--- config.mk ---
export PLATFORM = sky130hd
export DESIGN_NAME = filter_coe_ctrl
export DESIGN_NICKNAME = d
export VERILOG_FILES = /design/src/rtl/filter_coe_ctrl.sv
export SDC_FILE = /design/constraint.sdc
export NUM_CORES = 1
export LEC_CHECK = 0
export ABC_CLOCK_PERIOD_IN_PS = 3000
export CORE_ASPECT_RATIO = 1.4
export CORE_UTILIZATION = 55
export DETAILED_ROUTE_END_ITERATION = 10
export PLACE_DENSITY_LB_ADDON = 0.15
export SYNTH_ARGS = -nofsm -noshare
export SYNTH_HDL_FRONTEND = slang
export SYNTH_SLANG_ARGS = --single-unit
--- constraint.sdc ---
create_clock -name clk -period 3 [get_ports clk]
set_input_delay 0.45 -clock clk [delete_from_list [all_inputs] [get_ports clk]]
set_output_delay 0.45 -clock clk [all_outputs]
set_load 0.01 [all_outputs]
--- src/rtl/filter_coe_ctrl.sv ---
`default_nettype none
// ============================================================================
// Module   : filter_coe_ctrl
// Purpose  : Shadow/active coefficient banks for the 5x5 video convolution
//            filter. The active bank is swapped only at start-of-frame, and
//            the stream is stalled while the copy runs.
//            Optional macro COE_READBACK_EN adds a registered readback port.
// Revision : 1.0 - initial release
// ============================================================================
module filter_coe_ctrl #(
  parameter int FILTER_CORE_DIM = 5,
  parameter int COE_WIDTH       = 16,
  parameter int COE_ADDR_W      = 5
) (
  input  logic                                                 clk,
  input  logic                                                 reset,
  input  logic [23:0]                                          s_axis_video_tdata,
  input  logic                                                 s_axis_video_tvalid,
  output logic                                                 s_axis_video_tready,
  input  logic                                                 s_axis_video_tuser,
  input  logic                                                 s_axis_video_tlast,
  output logic [23:0]                                          m_axis_video_tdata,
  output logic                                                 m_axis_video_tvalid,
  input  logic                                                 m_axis_video_tready,
  output logic                                                 m_axis_video_tuser,
  output logic                                                 m_axis_video_tlast,
  input  logic                                                 cfg_wr_en,
  input  logic [COE_ADDR_W-1:0]                                cfg_addr,
  input  logic [COE_WIDTH-1:0]                                 cfg_wdata,
  input  logic                                                 cfg_commit,
  output logic                                                 cfg_busy,
  output logic                                                 cfg_err,
  output logic                                                 coe_update,
  output logic [FILTER_CORE_DIM*FILTER_CORE_DIM*COE_WIDTH-1:0] coe_flat
`ifdef COE_READBACK_EN
  ,
  input  logic                                                 cfg_rd_en,
  input  logic                                                 cfg_rd_sel,
  output logic [COE_WIDTH-1:0]                                 cfg_rdata
`endif
);

  localparam int                    c_NN     = FILTER_CORE_DIM * FILTER_CORE_DIM;
  localparam int                    c_CENTRE = c_NN / 2;
  localparam logic [COE_WIDTH-1:0]  c_ONE    = {1'b0, {(COE_WIDTH-1){1'b1}}};
  localparam logic [COE_ADDR_W-1:0] c_LAST   = COE_ADDR_W'(c_NN - 1);
  localparam logic [COE_ADDR_W:0]   c_NN_W   = (COE_ADDR_W+1)'(c_NN);

  typedef enum logic [1:0] {
    S_IDLE    = 2'd0,
    S_PENDING = 2'd1,
    S_LOAD    = 2'd2
  } state_t;

  state_t                r_state;
  state_t                w_next;
  logic [COE_WIDTH-1:0]  r_shadow [c_NN];
  logic [COE_WIDTH-1:0]  r_active [c_NN];
  logic [COE_ADDR_W-1:0] r_idx;
  logic                  r_recommit;
  logic                  r_release;
  logic                  r_update;
  logic                  r_err;
  logic                  w_sof;
  logic                  w_last;
  logic                  w_hold;
  logic                  w_addr_ok;
  logic                  w_wr_ok;
  logic                  w_wr_err;
  logic                  w_rd_err;

  assign w_sof     = s_axis_video_tvalid & s_axis_video_tuser;
  assign w_last    = (r_state == S_LOAD) && (r_idx == c_LAST);
  assign w_addr_ok = ({1'b0, cfg_addr} < c_NN_W);
  assign w_wr_ok   = cfg_wr_en & w_addr_ok & (r_state != S_LOAD);
  assign w_wr_err  = cfg_wr_en & (~w_addr_ok | (r_state == S_LOAD));

  // r_release masks the SOF beat held across the copy so it transfers
  // instead of re-triggering a load when a re-commit left us in PENDING.
  assign w_hold = (r_state == S_LOAD) |
                  ((r_state == S_PENDING) & w_sof & ~r_release);

  assign m_axis_video_tdata  = s_axis_video_tdata;
  assign m_axis_video_tuser  = s_axis_video_tuser;
  assign m_axis_video_tlast  = s_axis_video_tlast;
  assign m_axis_video_tvalid = s_axis_video_tvalid & ~w_hold;
  assign s_axis_video_tready = m_axis_video_tready & ~w_hold;

  assign cfg_busy   = (r_state == S_LOAD);
  assign cfg_err    = r_err;
  assign coe_update = r_update;

  always_comb begin
    w_next = r_state;
    case (r_state)
      S_IDLE:    if (cfg_commit) w_next = S_PENDING;
      S_PENDING: if (w_sof && !r_release) w_next = S_LOAD;
      S_LOAD:    if (w_last) w_next = (r_recommit || cfg_commit) ? S_PENDING : S_IDLE;
      default:   w_next = S_IDLE;
    endcase
  end

  always_ff @(posedge clk or negedge reset) begin
    if (!reset) begin
      r_state    <= S_IDLE;
      r_idx      <= '0;
      r_recommit <= 1'b0;
      r_release  <= 1'b0;
      r_update   <= 1'b0;
      r_err      <= 1'b0;
    end else begin
      r_state  <= w_next;
      r_update <= w_last;
      if (r_state == S_LOAD) r_idx <= w_last ? '0 : r_idx + 1'b1;
      else                   r_idx <= '0;
      if (r_state == S_LOAD) r_recommit <= w_last ? 1'b0 : (r_recommit | cfg_commit);
      else                   r_recommit <= 1'b0;
      if (w_last)                                          r_release <= 1'b1;
      else if (s_axis_video_tvalid && s_axis_video_tready) r_release <= 1'b0;
      if (w_wr_err || w_rd_err) r_err <= 1'b1;
    end
  end

  // Both banks come out of reset as the identity kernel.
  always_ff @(posedge clk or negedge reset) begin
    if (!reset) begin
      for (int k = 0; k < c_NN; k++) begin
        r_shadow[k] <= (k == c_CENTRE) ? c_ONE : '0;
        r_active[k] <= (k == c_CENTRE) ? c_ONE : '0;
      end
    end else begin
      if (w_wr_ok) r_shadow[cfg_addr] <= cfg_wdata;
      if (r_state == S_LOAD) r_active[r_idx] <= r_shadow[r_idx];
    end
  end

  for (genvar k = 0; k < c_NN; k++) begin : g_flat
    assign coe_flat[k*COE_WIDTH +: COE_WIDTH] = r_active[k];
  end

`ifdef COE_READBACK_EN
  logic [COE_WIDTH-1:0] r_rdata;

  assign w_rd_err  = cfg_rd_en & ~w_addr_ok;
  assign cfg_rdata = r_rdata;

  always_ff @(posedge clk or negedge reset) begin
    if (!reset) begin
      r_rdata <= '0;
    end else if (cfg_rd_en) begin
      if (!w_addr_ok)      r_rdata <= '0;
      else if (cfg_rd_sel) r_rdata <= r_active[cfg_addr];
      else                 r_rdata <= r_shadow[cfg_addr];
    end
  end
`else
  assign w_rd_err = 1'b0;
`endif

endmodule
`default_nettype wire

======== Word-level counts from Yosys, hierarchy flattened ========
Cells that the tools add are included.
Widths: inputs -> output; s select.
storage, ports and cells
  flip-flop bits (word level) ............. 811
  output and inout bits ................... 431
operators by class
  add/subtract/negate cells ............... 1
  magnitude comparators ................... 5
  eq/ne operators ......................... 7
  mux-type cells .......................... 20
  bitwise gates (word level) .............. 16
  reduce and logical (&&, ||, !) cells .... 10
operators with widths
  operator             count
  $bwmux 400           2
  $demux 16 s5         2
  $bmux 16 s5          1
  $mux 16              4
  $ge 6x6->1 const B   2
  $lt 6x1->1 const B   2
  $not 5->6            2
  $mux 5               2
  $and 1x1->1          8
  $mux 2               3
  $pmux 2 s3           1
  $add 5x1->5 const B  1
  $eq 5x5->1 const B   1
  $logic_and 1x1->1    5
  $lt 5x5->1 const B   1
  $mux 1               5
  $ne 2x1->1 const B   2
  $ne 2x2->1 const B   2
  $not 1->1            3
  $or 1x1->1           3
  $reduce_and 3->1     1
  $eq 2x1->1 const B   1
  $eq 2x2->1 const B   1
  $logic_not 2->1      1
  other kinds (3)      3

======== Depth between registers and ports, before layout ========
  depth in word-level cells ............... 9
  depth in mapped cells ................... 13

======== Worst setup path after synthesis ========
Ideal clock, no wire load.
  kind .................................... reg2reg
  start point ............................. register r_idx[1]
  end point ............................... register r_active (netlist bit coe_flat[387])
  setup time .............................. 0.121 ns
  arrival ................................. 2.537 ns
  data required time ...................... 2.879 ns
  setup slack ............................. 0.342 ns
  stages on the path, launching flop included .. 14
  path buffers ............................ 6
  clock period less this slack ............ 2.658 ns
  cells stage by stage .................... dfrtp_1 -> buf_2 -> buf_2 -> buf_2 -> buf_1 -> inv_1 -> ha_1 -> nand4b_1 -> or2_2 -> buf_2 -> inv_2 -> and2_1 -> buf_2 -> a22o_1
between the ends
  cells in the longest elaborated chain, start to end .. 6
RTL lines
  item                                                                   RTL line  text
  from (decl)                                                            59        logic [COE_ADDR_W-1:0] r_idx;
  from (signal assigned)                                                 114       if (r_state == S_LOAD) r_idx <= w_last ? '0 : r_idx + 1'b1;
  $not 5->6 (not written as such) (*)                                    133       if (r_state == S_LOAD) r_active[r_idx] <= r_shadow[r_idx];
  $ge 6x6->1 (not written as such) / $lt 6x1->1 (equally long branches)  133
  $logic_and 1x1->1 (not written as such)                                133
  $mux 16 (not written as such)                                          133
  $demux 16 s5                                                           133
  $bwmux 400 (*)                                                         133
  to (signal, indexed assignment)                                        129       r_active[k] <= (k == c_CENTRE) ? c_ONE : '0;
  to (signal, indexed assignment)                                        133
  to (decl)                                                              58        logic [COE_WIDTH-1:0] r_active [c_NN];
Every way passes the cells marked *; elsewhere a longest branch is shown, timed or not. The select of a mux whose other input is x is not followed.
A chain may end at the register's enable or synchronous reset.

======== Worst setup path after layout ========
  start point ............................. register r_state[0]
  end point ............................... output port s_axis_video_tready
between the ends
  cells in the longest elaborated chain, start to end .. 6
RTL lines
  item                      RTL line  text
  from (decl)               55        state_t r_state;
  from (signal assigned)    112       r_state <= w_next;
  $eq 2x1->1                81        ((r_state == S_PENDING) & w_sof & ~r_release);
  $and 1x1->1 (2 in a row)  81
  $or 1x1->1 (*)            80        assign w_hold = (r_state == S_LOAD) |
  $not 1->1 (*)             87        assign s_axis_video_tready = m_axis_video_tready & ~w_hold;
  $and 1x1->1 (*)           87
  to (decl)                 19        output logic s_axis_video_tready,
Every way passes the cells marked *; elsewhere a longest branch is shown, timed or not.

==> results.py <==
metrics = {
    "run_status": {
        "outcome": "finished clean",
    },
    "clock_network": {
        "numClockSinks": 811,
        "tritoncts": "done",
        "tritoncts_buffer_count": 77,
        "post_cts_resize_count": 0,
        "cts-hold-fix-buffers": 1,
        "cts-htree-levels": 3,
        "clockBufferDepth": 3,
        "clkSlewWorstSetupHoldPaths_ns": 0.06,
        "cts-root-buf": "sky130_fd_sc_hd__clkbuf_16",
        "insertion_delay_ns": 0.62,
        "postCtsSetupBuffers": 0,
    },
    "global_routing": {
        "antenna_found_initial": 1,
        "overall_routing_resource_usage": 0.298,
        "maximum_number_of_pins_on_one_net_before_global_route_repair": 101,
        "first_global_vias": 22339,
        "global_route_wire_length_before_repair_um": 138000,
        "gr-total-overflow": 0,
    },
    "power": {
        "cellInternalPower_mw": 20.1,
        "switchingPower_mw": 6.83,
        "pwr_density_cell_nw_per_um2": 650,
        "power.share.clock": 0.352,
        "switching_share": 0.253,
        "power_frac_seq": 0.494,
        "share_of_power_burned_in_combinational_logic": 0.154,
        "vdd_drop_max_v": 0.000445,
        "design_power_total_mw": 27.0,
        "leakage_nw": 18.5,
    },
    "logic_synthesis": {
        "synth.yosys.seq_area_share": 0.610,
        "synth_adder_area_share": 0.00150,
        "synth.ff_latch_count": 811,
        "synth_area_in_simple_gates": 0.0523,
        "synthesis.instances": 2449,
        "most_frequently_used_cell_type_in_the_post_synthesis_netlist": "sky130_fd_sc_hd__dfrtp_1",
        "synth_compound_area_frac": 0.0588,
        "ys_warn_count": 0,
        "synth-main-ff-cell": "sky130_fd_sc_hd__dfrtp_1",
        "syn_area_um2": 33300,
        "post_synth_num_cell_types": 54,
        "synth_top_cells_by_count": "781 x sky130_fd_sc_hd__dfrtp_1, 516 x sky130_fd_sc_hd__mux2_2, 232 x sky130_fd_sc_hd__nand2_1",
        "synth_top_family_by_area": "multiplexers",
        "synth_largest_area_cell": "sky130_fd_sc_hd__dfrtp_1",
        "synth_xor_area_frac": 0.000788,
        "synth_top_cell_area_share": 0.586,
        "edff_count_synth": 0,
        "synth-async-reset-ratio": 1.00,
        "synthesis.area_per_instance_um2": 13.6,
        "dominant_cells_by_area_after_synthesis": "sky130_fd_sc_hd__dfrtp_1 59%, sky130_fd_sc_hd__mux2_2 17%, sky130_fd_sc_hd__o21ai_0 3.3%",
        "synth.mux.area_fraction": 0.244,
        "syn_nets": 2506,
    },
    "final_layout": {
        "seq_area_um2": 20300,
        "post_route_cells_drive_above_1_share": 0.298,
        "multi_input_area_um2": 12000,
        "synthesis_to_finish_area_growth_pct": 24.5,
        "nets": 2937,
        "num-fill-cells": 4187,
        "layout.cell_area.non_filler_um2": 41500,
    },
    "routing": {
        "detailroute.wirelength.met3_um": 4150,
        "drt_drc_violations_left": 0,
        "drt_first_pass_iters": 5,
        "drt_iter0_drc": 1257,
        "final_antenna_net_count": 0,
        "wl_met1_um": 35400,
        "detailed_route_wl_um": 90600,
        "maxUsedRoutingLayer": "met4",
        "route.detailed.vias_per_inst": 5.72,
        "vias": 21441,
        "detail_route.wl_per_cell_um": 24.2,
        "route.met2.wl_um": 47500,
    },
    "placement": {
        "gp_routability_congestion": 0.850,
        "placement.io_buffers": 433,
        "dp_hpwl_um": 62600,
        "placed_cell_area_um2": 39000,
    },
    "sta": {
        "worst-slew-pin-transition_ns": 1.33,
        "grt_setup_unrepaired": "no",
        "drv_slew": 0,
        "totalNegativeSetupSlack_ns": 0,
        "report.final.hold_viol_count": 0,
        "finClkSkew_ns": 0.0260,
        "report.final.setup_viol": 0,
        "final_min_period_over_clock_period": 0.907,
        "maximum_clock_frequency_mhz": 368,
        "slew_headroom": 0.113,
        "period_minus_slack_ns": 2.72,
    },
    "critical_path": {
        "reg2reg_slack_ns": 0.33,
        "critPathCaptureType": "primary output",
        "cp_max_fo": 17,
        "critical_path.startpoint_type": "register",
        "critical_path_class": "register to primary output",
        "required_ns": 2.55,
        "timing.critical_path.arrival_ns": 2.27,
    },
    "die": {
        "fp-row-count": 106,
        "horizontal_die_dimension_um": 210,
        "die_h_um": 293,
        "core-area_um2": 59800,
        "design.portCount": 484,
        "die_area_um2": 61600,
        "initial_core_util": 0.558,
    },
    "run": {
        "drv_cap": 0,
    },
    "worst_hold_path": {
        "worstHoldPathType": "input pin to asynchronous set/reset pin",
    },
}
-- placed cells by master (no fill, tap or decap), types with 46 or more instances in the layout --
cell	Yosys	routed
sky130_fd_sc_hd__o22ai_1	52	52
sky130_fd_sc_hd__o21ai_0	221	221
sky130_fd_sc_hd__clkbuf_16	0	80
sky130_fd_sc_hd__nand2_1	232	232
sky130_fd_sc_hd__nor2_1	46	46
sky130_fd_sc_hd__dfrtp_1	781	779
sky130_fd_sc_hd__clkdlybuf4s50_1	0	432
sky130_fd_sc_hd__mux2i_1	104	104
sky130_fd_sc_hd__buf_4	30	117
sky130_fd_sc_hd__mux2_2	516	516
-- critical path: stages (launching register included) --
cell and delay (ns):
sky130_fd_sc_hd__dfrtp_1 0.41, sky130_fd_sc_hd__nand2b_4 0.19, sky130_fd_sc_hd__inv_2 0.31, sky130_fd_sc_hd__nor2_1 0.11
sky130_fd_sc_hd__and2_1 0.17, sky130_fd_sc_hd__clkdlybuf4s50_1 0.47
-- area by class of cell --
type,count,area share
clock inverter,12,0.00292
timing repair buffer,573,0.137
inverter,7,0.000633
sequential,811,0.490
tap,810,0.0244
clock buffer,123,0.0562
multi-input combinational,1410,0.289
antenna,1,0.0000603
-- sequential cells by signal, summed over array words and instances (netlist names) --
register    cells
cfg_err         1
coe_flat      400
coe_update      1
r_idx           5
r_recommit      1
r_release       1
r_shadow      400
r_state         2
-- logic make-up after synthesis --
logic type | count (synthesis)
compound gates | 352
xor+xnor | 3
fa+ha+maj | 4
buf+inv | 228
flops | 811
mux | 688
simple gates | 363
-- layer usage --
metal,vias to the layer above,global-route usage
met1,11150,0.361
met5,-,0
met4,0,0.128
li1,9511,-
met2,613,0.526
met3,167,0.0463
-- worst paths after layout --
kind | cells past startpoint | from | end
max | 5 | r_state[0] | s_axis_video_tready
min | 2 | reset | coe_flat[76]
max reg2reg | 3 | r_idx[0] | coe_flat[221]
min reg2reg | 1 | cfg_err | cfg_err
max in group asynchronous | 3 | reset | r_shadow[132]
min in group clk | 1 | cfg_err | cfg_err
-- metrics by stage --
stage / util / hold WS, ns / setup WS (ns) / cells
detailed placement: 0.653 / 0.456 / 0.290 / 3610
global route: 0.694 / 0.452 / 0.212 / 3747
CTS: 0.694 / 0.435 / 0.245 / 3746
finish: 0.694 / 0.411 / 0.280 / 3747
floorplan: - / 0.154 / 0.342 / 2449
global placement: 0.653 / 0.446 / 0.291 / 3610
-- power groups by stage --
stage / Combinational, mW / Sequential, mW / Clock (mW)
floorplan: 2.62 / 13.3 / 0
global placement: 4.02 / 13.4 / 0
detailed placement: 4.17 / 13.5 / 0
CTS: 4.19 / 13.3 / 9.66
global route: 4.45 / 13.5 / 10.1
finish: 4.14 / 13.3 / 9.49
No activity file was read; power rests on OpenSTA's default activity.
